===== src/rtl/ppu_pkg.sv =====
// ppu_pkg: shared types and constants for the PPU $2006/$2007 data port.
package ppu_pkg;
   typedef enum logic [1:0] {IDLE, WR_ISSUE, RD_ISSUE, RD_CAPT} ppu_port_state_t;
   localparam logic [2:0]  REG_PPUADDR = 3'd6;
   localparam logic [2:0]  REG_PPUDATA = 3'd7;
   localparam logic [13:0] INC_ROW     = 14'd32;
   // Nametable space $2000-$3EFF is served by VRAM; everything else goes to ext.
   function automatic logic is_nt(logic [13:0] a);
      return (a[13:12] == 2'b10) || (a[13:8] >= 6'h30 && a[13:8] <= 6'h3E);
   endfunction
endpackage


===== src/rtl/ppu_data_port_if.sv =====
// ppu_data_port_if: CPU register side and PPU memory bus side of the data port.
interface ppu_data_port_if #(parameter int VRAM_AW = 12);
   logic [2:0]         reg_sel;
   logic               cpu_wr;
   logic               cpu_rd;
   logic [7:0]         cpu_wdata;
   logic               inc32;
   logic               status_rd;
   logic [7:0]         cpu_rdata;
   logic               rd_valid;
   logic               busy;
   logic               overrun;
   logic [VRAM_AW-1:0] vram_addr;
   logic [7:0]         vram_wdata;
   logic               vram_wren;
   logic               vram_rden;
   logic [7:0]         vram_rdata;
   logic [13:0]        ext_addr;
   logic [7:0]         ext_wdata;
   logic               ext_wren;
   logic               ext_rden;
   logic [7:0]         ext_rdata;
   modport slave (
      input  reg_sel, cpu_wr, cpu_rd, cpu_wdata, inc32, status_rd, vram_rdata, ext_rdata,
      output cpu_rdata, rd_valid, busy, overrun, vram_addr, vram_wdata, vram_wren, vram_rden,
             ext_addr, ext_wdata, ext_wren, ext_rden
   );
   modport master (
      output reg_sel, cpu_wr, cpu_rd, cpu_wdata, inc32, status_rd, vram_rdata, ext_rdata,
      input  cpu_rdata, rd_valid, busy, overrun, vram_addr, vram_wdata, vram_wren, vram_rden,
             ext_addr, ext_wdata, ext_wren, ext_rden
   );
endinterface


===== src/rtl/ppu_addr_latch.sv =====
// ppu_addr_latch: $2006 two-write address sequencing, toggle clear and post-access increment of v.
module ppu_addr_latch
   import ppu_pkg::*;
(
   input  logic        clk,
   input  logic        reset_n,
   input  logic        addr_wr_i,
   input  logic [7:0]  wdata_i,
   input  logic        status_rd_i,
   input  logic        inc_en_i,
   input  logic        inc32_i,
   output logic [13:0] v_o
);
   logic [5:0]  t_hi_q, t_hi_d;
   logic        w_q, w_d;
   logic [13:0] v_q, v_d;
   // A $2006 load in the same cycle as an increment wins; the CPU's new address takes effect.
   always_comb begin
      w_d    = status_rd_i ? 1'b0 : (addr_wr_i ? ~w_q : w_q);
      t_hi_d = (addr_wr_i && !w_q) ? wdata_i[5:0] : t_hi_q;
      v_d    = (addr_wr_i && w_q) ? {t_hi_q, wdata_i}
             : inc_en_i ? v_q + (inc32_i ? INC_ROW : 14'd1) : v_q;
   end
   always_ff @(posedge clk or negedge reset_n) begin
      if (!reset_n) begin
         t_hi_q <= '0;
         w_q    <= 1'b0;
         v_q    <= '0;
      end else begin
         t_hi_q <= t_hi_d;
         w_q    <= w_d;
         v_q    <= v_d;
      end
   end
   assign v_o = v_q;
endmodule


===== src/rtl/ppu_data_port.sv =====
// ppu_data_port: CPU-side PPUADDR/PPUDATA initiator; single-cycle write strobes and
// one-read-behind buffered reads, routed to VRAM (nametables) or the ext port.
module ppu_data_port
   import ppu_pkg::*;
#(
   parameter int VRAM_AW = 12
) (
   input logic            clk,
   input logic            reset_n,
   ppu_data_port_if.slave bus
);
   ppu_port_state_t state_q;
   logic [13:0] v, addr_q;
   logic [7:0]  wdata_q, rbuf_q, cpu_rdata_q;
   logic        nt_q, rd_valid_q, overrun_q;
   logic        vram_wren_q, ext_wren_q, vram_rden_q, ext_rden_q;
   logic        busy, wr_data, rd_data, rd_other, addr_wr, inc_en;
   // Write beats read when both strobes arrive together.
   assign busy     = state_q != IDLE;
   assign addr_wr  = bus.cpu_wr && bus.reg_sel == REG_PPUADDR;
   assign wr_data  = bus.cpu_wr && bus.reg_sel == REG_PPUDATA;
   assign rd_data  = bus.cpu_rd && !bus.cpu_wr && bus.reg_sel == REG_PPUDATA;
   assign rd_other = bus.cpu_rd && !bus.cpu_wr && bus.reg_sel != REG_PPUDATA;
   assign inc_en   = state_q == WR_ISSUE || state_q == RD_CAPT;
   ppu_addr_latch u_latch (
      .clk        (clk),
      .reset_n    (reset_n),
      .addr_wr_i  (addr_wr),
      .wdata_i    (bus.cpu_wdata),
      .status_rd_i(bus.status_rd),
      .inc_en_i   (inc_en),
      .inc32_i    (bus.inc32),
      .v_o        (v)
   );
   always_ff @(posedge clk or negedge reset_n) begin
      if (!reset_n) begin
         state_q     <= IDLE;
         addr_q      <= '0;
         wdata_q     <= '0;
         rbuf_q      <= '0;
         cpu_rdata_q <= '0;
         nt_q        <= 1'b0;
         rd_valid_q  <= 1'b0;
         overrun_q   <= 1'b0;
         vram_wren_q <= 1'b0;
         ext_wren_q  <= 1'b0;
         vram_rden_q <= 1'b0;
         ext_rden_q  <= 1'b0;
      end else begin
         rd_valid_q  <= 1'b0;
         vram_wren_q <= 1'b0;
         ext_wren_q  <= 1'b0;
         vram_rden_q <= 1'b0;
         ext_rden_q  <= 1'b0;
         if (busy && (wr_data || rd_data)) overrun_q <= 1'b1;
         if (rd_other) begin
            cpu_rdata_q <= 8'h00;
            rd_valid_q  <= 1'b1;
         end
         case (state_q)
            IDLE: begin
               if (wr_data) begin
                  state_q     <= WR_ISSUE;
                  addr_q      <= v;
                  wdata_q     <= bus.cpu_wdata;
                  nt_q        <= is_nt(v);
                  vram_wren_q <= is_nt(v);
                  ext_wren_q  <= !is_nt(v);
               end else if (rd_data) begin
                  state_q     <= RD_ISSUE;
                  addr_q      <= v;
                  nt_q        <= is_nt(v);
                  vram_rden_q <= is_nt(v);
                  ext_rden_q  <= !is_nt(v);
                  cpu_rdata_q <= rbuf_q;
                  rd_valid_q  <= 1'b1;
               end
            end
            WR_ISSUE: state_q <= IDLE;
            RD_ISSUE: state_q <= RD_CAPT;
            RD_CAPT: begin
               rbuf_q  <= nt_q ? bus.vram_rdata : bus.ext_rdata;
               state_q <= IDLE;
            end
            default: state_q <= IDLE;
         endcase
      end
   end
   assign bus.cpu_rdata  = cpu_rdata_q;
   assign bus.rd_valid   = rd_valid_q;
   assign bus.busy       = busy;
   assign bus.overrun    = overrun_q;
   assign bus.vram_addr  = addr_q[VRAM_AW-1:0];
   assign bus.vram_wdata = wdata_q;
   assign bus.vram_wren  = vram_wren_q;
   assign bus.vram_rden  = vram_rden_q;
   assign bus.ext_addr   = addr_q;
   assign bus.ext_wdata  = wdata_q;
   assign bus.ext_wren   = ext_wren_q;
   assign bus.ext_rden   = ext_rden_q;
endmodule


===== src/flat_wrapper.sv =====
// flat-port wrapper written by rule: the top's interface ports become plain ports
module ppu_data_port_flat import ppu_pkg::*;
#(
   parameter int VRAM_AW = 12
)
  (clk, reset_n, bus_reg_sel, bus_cpu_wr, bus_cpu_rd, bus_cpu_wdata, bus_inc32, bus_status_rd, bus_vram_rdata, bus_ext_rdata, bus_cpu_rdata, bus_rd_valid, bus_busy, bus_overrun, bus_vram_addr, bus_vram_wdata, bus_vram_wren, bus_vram_rden, bus_ext_addr, bus_ext_wdata, bus_ext_wren, bus_ext_rden);
  ppu_data_port_if #(.VRAM_AW(VRAM_AW)) bus_i ();
  input logic clk;
  input logic reset_n;
  input wire logic [$bits(bus_i.reg_sel)-1:0] bus_reg_sel;
  input wire logic [$bits(bus_i.cpu_wr)-1:0] bus_cpu_wr;
  input wire logic [$bits(bus_i.cpu_rd)-1:0] bus_cpu_rd;
  input wire logic [$bits(bus_i.cpu_wdata)-1:0] bus_cpu_wdata;
  input wire logic [$bits(bus_i.inc32)-1:0] bus_inc32;
  input wire logic [$bits(bus_i.status_rd)-1:0] bus_status_rd;
  input wire logic [$bits(bus_i.vram_rdata)-1:0] bus_vram_rdata;
  input wire logic [$bits(bus_i.ext_rdata)-1:0] bus_ext_rdata;
  output wire logic [$bits(bus_i.cpu_rdata)-1:0] bus_cpu_rdata;
  output wire logic [$bits(bus_i.rd_valid)-1:0] bus_rd_valid;
  output wire logic [$bits(bus_i.busy)-1:0] bus_busy;
  output wire logic [$bits(bus_i.overrun)-1:0] bus_overrun;
  output wire logic [$bits(bus_i.vram_addr)-1:0] bus_vram_addr;
  output wire logic [$bits(bus_i.vram_wdata)-1:0] bus_vram_wdata;
  output wire logic [$bits(bus_i.vram_wren)-1:0] bus_vram_wren;
  output wire logic [$bits(bus_i.vram_rden)-1:0] bus_vram_rden;
  output wire logic [$bits(bus_i.ext_addr)-1:0] bus_ext_addr;
  output wire logic [$bits(bus_i.ext_wdata)-1:0] bus_ext_wdata;
  output wire logic [$bits(bus_i.ext_wren)-1:0] bus_ext_wren;
  output wire logic [$bits(bus_i.ext_rden)-1:0] bus_ext_rden;
  assign bus_i.reg_sel = bus_reg_sel;
  assign bus_i.cpu_wr = bus_cpu_wr;
  assign bus_i.cpu_rd = bus_cpu_rd;
  assign bus_i.cpu_wdata = bus_cpu_wdata;
  assign bus_i.inc32 = bus_inc32;
  assign bus_i.status_rd = bus_status_rd;
  assign bus_i.vram_rdata = bus_vram_rdata;
  assign bus_i.ext_rdata = bus_ext_rdata;
  assign bus_cpu_rdata = bus_i.cpu_rdata;
  assign bus_rd_valid = bus_i.rd_valid;
  assign bus_busy = bus_i.busy;
  assign bus_overrun = bus_i.overrun;
  assign bus_vram_addr = bus_i.vram_addr;
  assign bus_vram_wdata = bus_i.vram_wdata;
  assign bus_vram_wren = bus_i.vram_wren;
  assign bus_vram_rden = bus_i.vram_rden;
  assign bus_ext_addr = bus_i.ext_addr;
  assign bus_ext_wdata = bus_i.ext_wdata;
  assign bus_ext_wren = bus_i.ext_wren;
  assign bus_ext_rden = bus_i.ext_rden;
  ppu_data_port #(.VRAM_AW(VRAM_AW)) u_core (.clk(clk), .reset_n(reset_n), .bus(bus_i));
endmodule

===== config.mk =====
export PLATFORM = sky130hd
export DESIGN_NAME = ppu_data_port_flat
export DESIGN_NICKNAME = d
export VERILOG_FILES = /design/src/rtl/ppu_pkg.sv /design/src/rtl/ppu_data_port_if.sv /design/src/rtl/ppu_addr_latch.sv /design/src/rtl/ppu_data_port.sv /design/src/flat_wrapper.sv
export SDC_FILE = /design/constraint.sdc
export NUM_CORES = 1
export LEC_CHECK = 0
export CAP_MARGIN = 0
export CORE_ASPECT_RATIO = 0.75
export CORE_MARGIN = 4
export CORE_UTILIZATION = 40
export DETAILED_ROUTE_END_ITERATION = 10
export GPL_TIMING_DRIVEN = 0
export PLACE_DENSITY_LB_ADDON = 0.15
export SLEW_MARGIN = 20
export SYNTH_ARGS = -nofsm -noshare
export SYNTH_HDL_FRONTEND = slang
export SYNTH_SLANG_ARGS = --single-unit

===== constraint.sdc =====
create_clock -name clk -period 2.5 [get_ports clk]
set_clock_uncertainty 0.2 [all_clocks]
set_input_delay 0.25 -clock clk [delete_from_list [all_inputs] [get_ports clk]]
set_output_delay 0.25 -clock clk [all_outputs]
set_load 0.01 [all_outputs]

==> metrics.md <==
| Metric | Value |
|---|---|
| Largest family of logic cells by synthesized area | `multiplexers` |
| Final-report hold violation count | `0` |
| # diodes | `0` |
| CTS Root Cell | `sky130_fd_sc_hd__clkbuf_8` |
| WL per Instance | `15.1 µm` |
| Main flop type after synthesis | `sky130_fd_sc_hd__dfrtp_1` |
| Post-synthesis sequential area ratio | `55.2%` |
| Final setup fails | `0` |
| Data required time at the worst endpoint | `2.52 ns` |
| Die boundary height | `84.0 µm` |
| Drc violations | `0` |
| Max stage delay cell, worst path | `sky130_fd_sc_hd__clkdlybuf4s50_1` |
| Ratio of final minimum period to clock period | `83.3%` |
| Largest incremental delay on the critical path | `0.47 ns` |
| Clock share of power | `23.1%` |
| Headroom to the max-slew limit | `57.7%` |
| Worst min-delay path class | `input pin to asynchronous set/reset pin` |
| Global route hottest layer | `met1` |
| Maximum fanout count along the critical path | `10` |
| Mux share of post-synthesis cell area | `13.8%` |
| Cells along the critical path | `clkdlybuf4s50_1 -> and3_1 -> nand2_1 -> nor2_1 -> buf_4 -> mux2_2` |
| TritonCTS clock tree | `done` |
| I/O Pins | `90` |
| P per Cell Area | `1020 nW/µm²` |
| Average via count per standard cell | `5.01` |
| Antenna violations before repair | `0` |
| Largest area contributor in the synthesized netlist | `sky130_fd_sc_hd__dfrtp_1` |
| Via count of the first global-routing pass | `2373` |
| Fin nets | `399` |
| Clock period minus worst slack | `2.08 ns` |
| Core box area | `7430 µm²` |
| GR met3 Demand/Resource | `7.19%` |
| Cell types occupying the most area after synthesis | `sky130_fd_sc_hd__dfrtp_1, sky130_fd_sc_hd__mux2_2, sky130_fd_sc_hd__buf_4` |
| Layout cells sized above 1 | `20.4%` |
| Maximum number of pins on one net before global-route repair | `47` |
| Starting Density | `41.5%` |
| Worst path arrival time | `2.11 ns` |
| Result of the run | `finished, final reports clean` |
| Critical Path Start Type | `input pin` |
| Async set-or-reset flop fraction in the synthesized netlist | `100%` |
| Summed instance area of the synthesized netlist | `3080 µm²` |
| Final slew viol count | `0` |
| Internal power contribution | `3150 µW` |
| Placement Rows | `27` |
| Synthesized-area fraction occupied by ao, oa, aoi and oai cells | `10.3%` |
| Quantity of gates resized following cts | `0` |
| First-pass GRT wire length | `11900 µm` |
| Global router's overall resource usage | `16.8%` |
| CTS Hold Bufs | `1` |
| Met1 track demand over resource | `25.0%` |
| CTS sink cnt | `68` |
| Share of the synthesized area in the top cell type | `55.2%` |
| Number of nets with antenna violations after detailed routing | `0` |
| Die area | `9190 µm²` |
| Leakage power | `0.00188 µW` |
| Setup TNS Final | `0 ns` |
| Slew @ Worst Pin | `0.634 ns` |
| Width of the die | `109 µm` |
| Sequential cell fraction of total power | `39.3%` |
| Buffers from clock root to sink, at most | `2` |
| Number of iterations in the first detailed-routing pass | `4` |
| Detailed-route wire length | `7080 µm` |
| Port Buffers | `89` |
| FILL cells | `639` |
| Weighted congestion reported at the end of routability-driven placement | `0.753` |
| Met2 routing resource usage after global routing | `23.0%` |
| Number of enable flip-flop cells after synthesis | `0` |
| Clock Pin Slew Worst Setup and Hold Paths | `0.07 ns` |
| Clock insertion delay at the later pin of the skew report | `0.34 ns` |
| Net switching power | `1320 µW` |
| Cell with the most instances after synthesis | `sky130_fd_sc_hd__dfrtp_1` |
| Syn_area_per_cell | `11.8 µm²` |
| Max-Cap Viols | `0` |
| Count of synthesis-stage warnings from yosys | `0` |
| Overflow after GRT | `0` |
| TritonCTS Buffers | `9` |
| Most instantiated cells after synthesis | `sky130_fd_sc_hd__dfrtp_1, sky130_fd_sc_hd__mux2_2, sky130_fd_sc_hd__buf_4, sky130_fd_sc_hd__nor2_1, sky130_fd_sc_hd__nand2_1` |
| Post-synthesis share of cell area spent on xor and xnor gates | `1.14%` |
| Nature of the critical path endpoint | `register` |
| Post-synthesis share of cell area spent on and, or, nand and nor gates | `11.6%` |
| Cells after synthesis | `261` |
| Violation count after the first detailed-routing iteration | `60` |
| Setup repair bufs after CTS | `0` |
| Placed Instance Area | `4130 µm²` |
| Flip-flop and latch count after synthesis | `68` |
| Combinational share of power | `37.6%` |
| Design area | `4370 µm²` |
| Maximum level of the CTS H-tree | `3` |
| Path type of the worst setup path | `input pin to register` |
| Post-synthesis share of cell area spent on full adders, half adders and majority gates | `1.22%` |
| DR vias | `2348` |
| Post-synthesis net count | `297` |
| RSZ-0062 raised after global routing | `false` |
| Final HPWL from detailed placement | `5340 µm` |
| Cell variety after synth | `38` |
| Synthesis-to-layout area growth | `41.8%` |
| Worst voltage drop across the vdd grid | `626 µV` |
| Switching power as a share of total power | `29.5%` |
| FMAX | `480 MHz` |
## through the flow
step	cells	power, µW	setup slack [ns]	utilization [%]	hold slack [ns]
6_report	469	4470	0.416	58.8	0.158
3_5_place_dp	452	3470	0.0525	55.5	-0.0215
3_3_place_gp	451	3410	-1.32	55.2	0.274
2_1_floorplan	261	2550	0.663	-	-0.246
4_1_cts	469	4530	0.417	58.8	0.151
5_1_grt	469	4760	0.234	58.8	0.181
## cell families (layout without fill, tap and decap cells)
group,after synthesis,count (layout)
flops,68,68
buf+inv,33,140
xor+xnor,4,4
mux,39,39
simple gates,70,70
compound gates,44,44
fa+ha+maj,3,3
## power by group through the flow
stage          Combinational (µW)  Clock [µW]  Sequential [µW]
6_report                     1680        1030             1760
5_1_grt                      1830        1110             1820
4_1_cts                      1710        1060             1760
3_5_place_dp                 1700           0             1770
3_3_place_gp                 1660           0             1760
2_1_floorplan                 775           0             1780
## cell type report
cell class / instances / area [µm²] / area share (%)
buffer: 29 / 191 / 4.38
clock buffer: 12 / 165 / 3.78
clock inverter: 4 / 70.1 / 1.60
inverter: 4 / 15.0 / 0.344
multi-input combinational: 160 / 1170 / 26.9
sequential: 68 / 1700 / 38.9
tap: 101 / 126 / 2.89
timing repair buffer: 91 / 926 / 21.2
## routing by layer
layer / up-vias / share of wire (%)
met5: - / 0
met4: 0 / 0.54
met3: 4 / 7.9
met2: 78 / 42
met1: 1139 / 50
li1: 1127 / -
## sequential cells by signal (all words and copies together) (netlist names), 2 cells and up
| signal | count |
|---|---|
| u_core.bus.ext_wdata | 8 |
| u_core.bus.cpu_rdata | 8 |
| u_core.rbuf_q | 8 |
| u_core.u_latch.v_o | 14 |
| u_core.state_q | 2 |
| u_core.bus.ext_addr | 14 |
| u_core.u_latch.t_hi_q | 6 |
## critical path: cells and delay by family
kind,cells,cell delay (ns)
mux,1,0.35
buf+inv,2,0.76
simple gates,3,0.74
## final timing paths
| kind | startpoint | end | slack, ns | cells past startpoint |
|---|---|---|---|---|
| worst min-delay path | reset_n | u_core.bus.ext_wdata[4] | 0.16 | 2 |
| max in group asynchronous | reset_n | u_core.bus.ext_addr[8] | 1.40 | 3 |
| worst max register to register | u_core.state_q[0] | u_core.bus.ext_addr[0] | 0.44 | 5 |
| min in group clk | bus_status_rd | u_core.u_latch.w_q | 0.24 | 2 |
| worst min register to register | u_core.bus.overrun | u_core.bus.overrun | 0.29 | 1 |
| worst max-delay path | bus_reg_sel[2] | u_core.bus.ext_addr[0] | 0.42 | 6 |
## placed cells by master, fill, tap and decap left out, types with 3 or more instances in the layout
cell type	instances
sky130_fd_sc_hd__nor2_1	20
sky130_fd_sc_hd__and3_1	3
sky130_fd_sc_hd__ha_1	3
sky130_fd_sc_hd__or4_1	5
sky130_fd_sc_hd__and2_1	4
sky130_fd_sc_hd__nand4_1	3
sky130_fd_sc_hd__buf_2	3
sky130_fd_sc_hd__dfrtp_1	68
sky130_fd_sc_hd__a31oi_1	6
sky130_fd_sc_hd__nand2_1	17
sky130_fd_sc_hd__clkbuf_1	5
sky130_fd_sc_hd__mux2_2	29
sky130_fd_sc_hd__a22o_1	8
sky130_fd_sc_hd__mux2i_1	10
sky130_fd_sc_hd__inv_1	4
sky130_fd_sc_hd__nand3_1	6
sky130_fd_sc_hd__buf_4	22
sky130_fd_sc_hd__o31ai_1	3
sky130_fd_sc_hd__xor2_1	3
sky130_fd_sc_hd__o21ai_0	10
sky130_fd_sc_hd__clkbuf_8	12
sky130_fd_sc_hd__a21oi_1	9
sky130_fd_sc_hd__clkdlybuf4s50_1	88
Note: power is estimated with default switching activity, not from simulation.
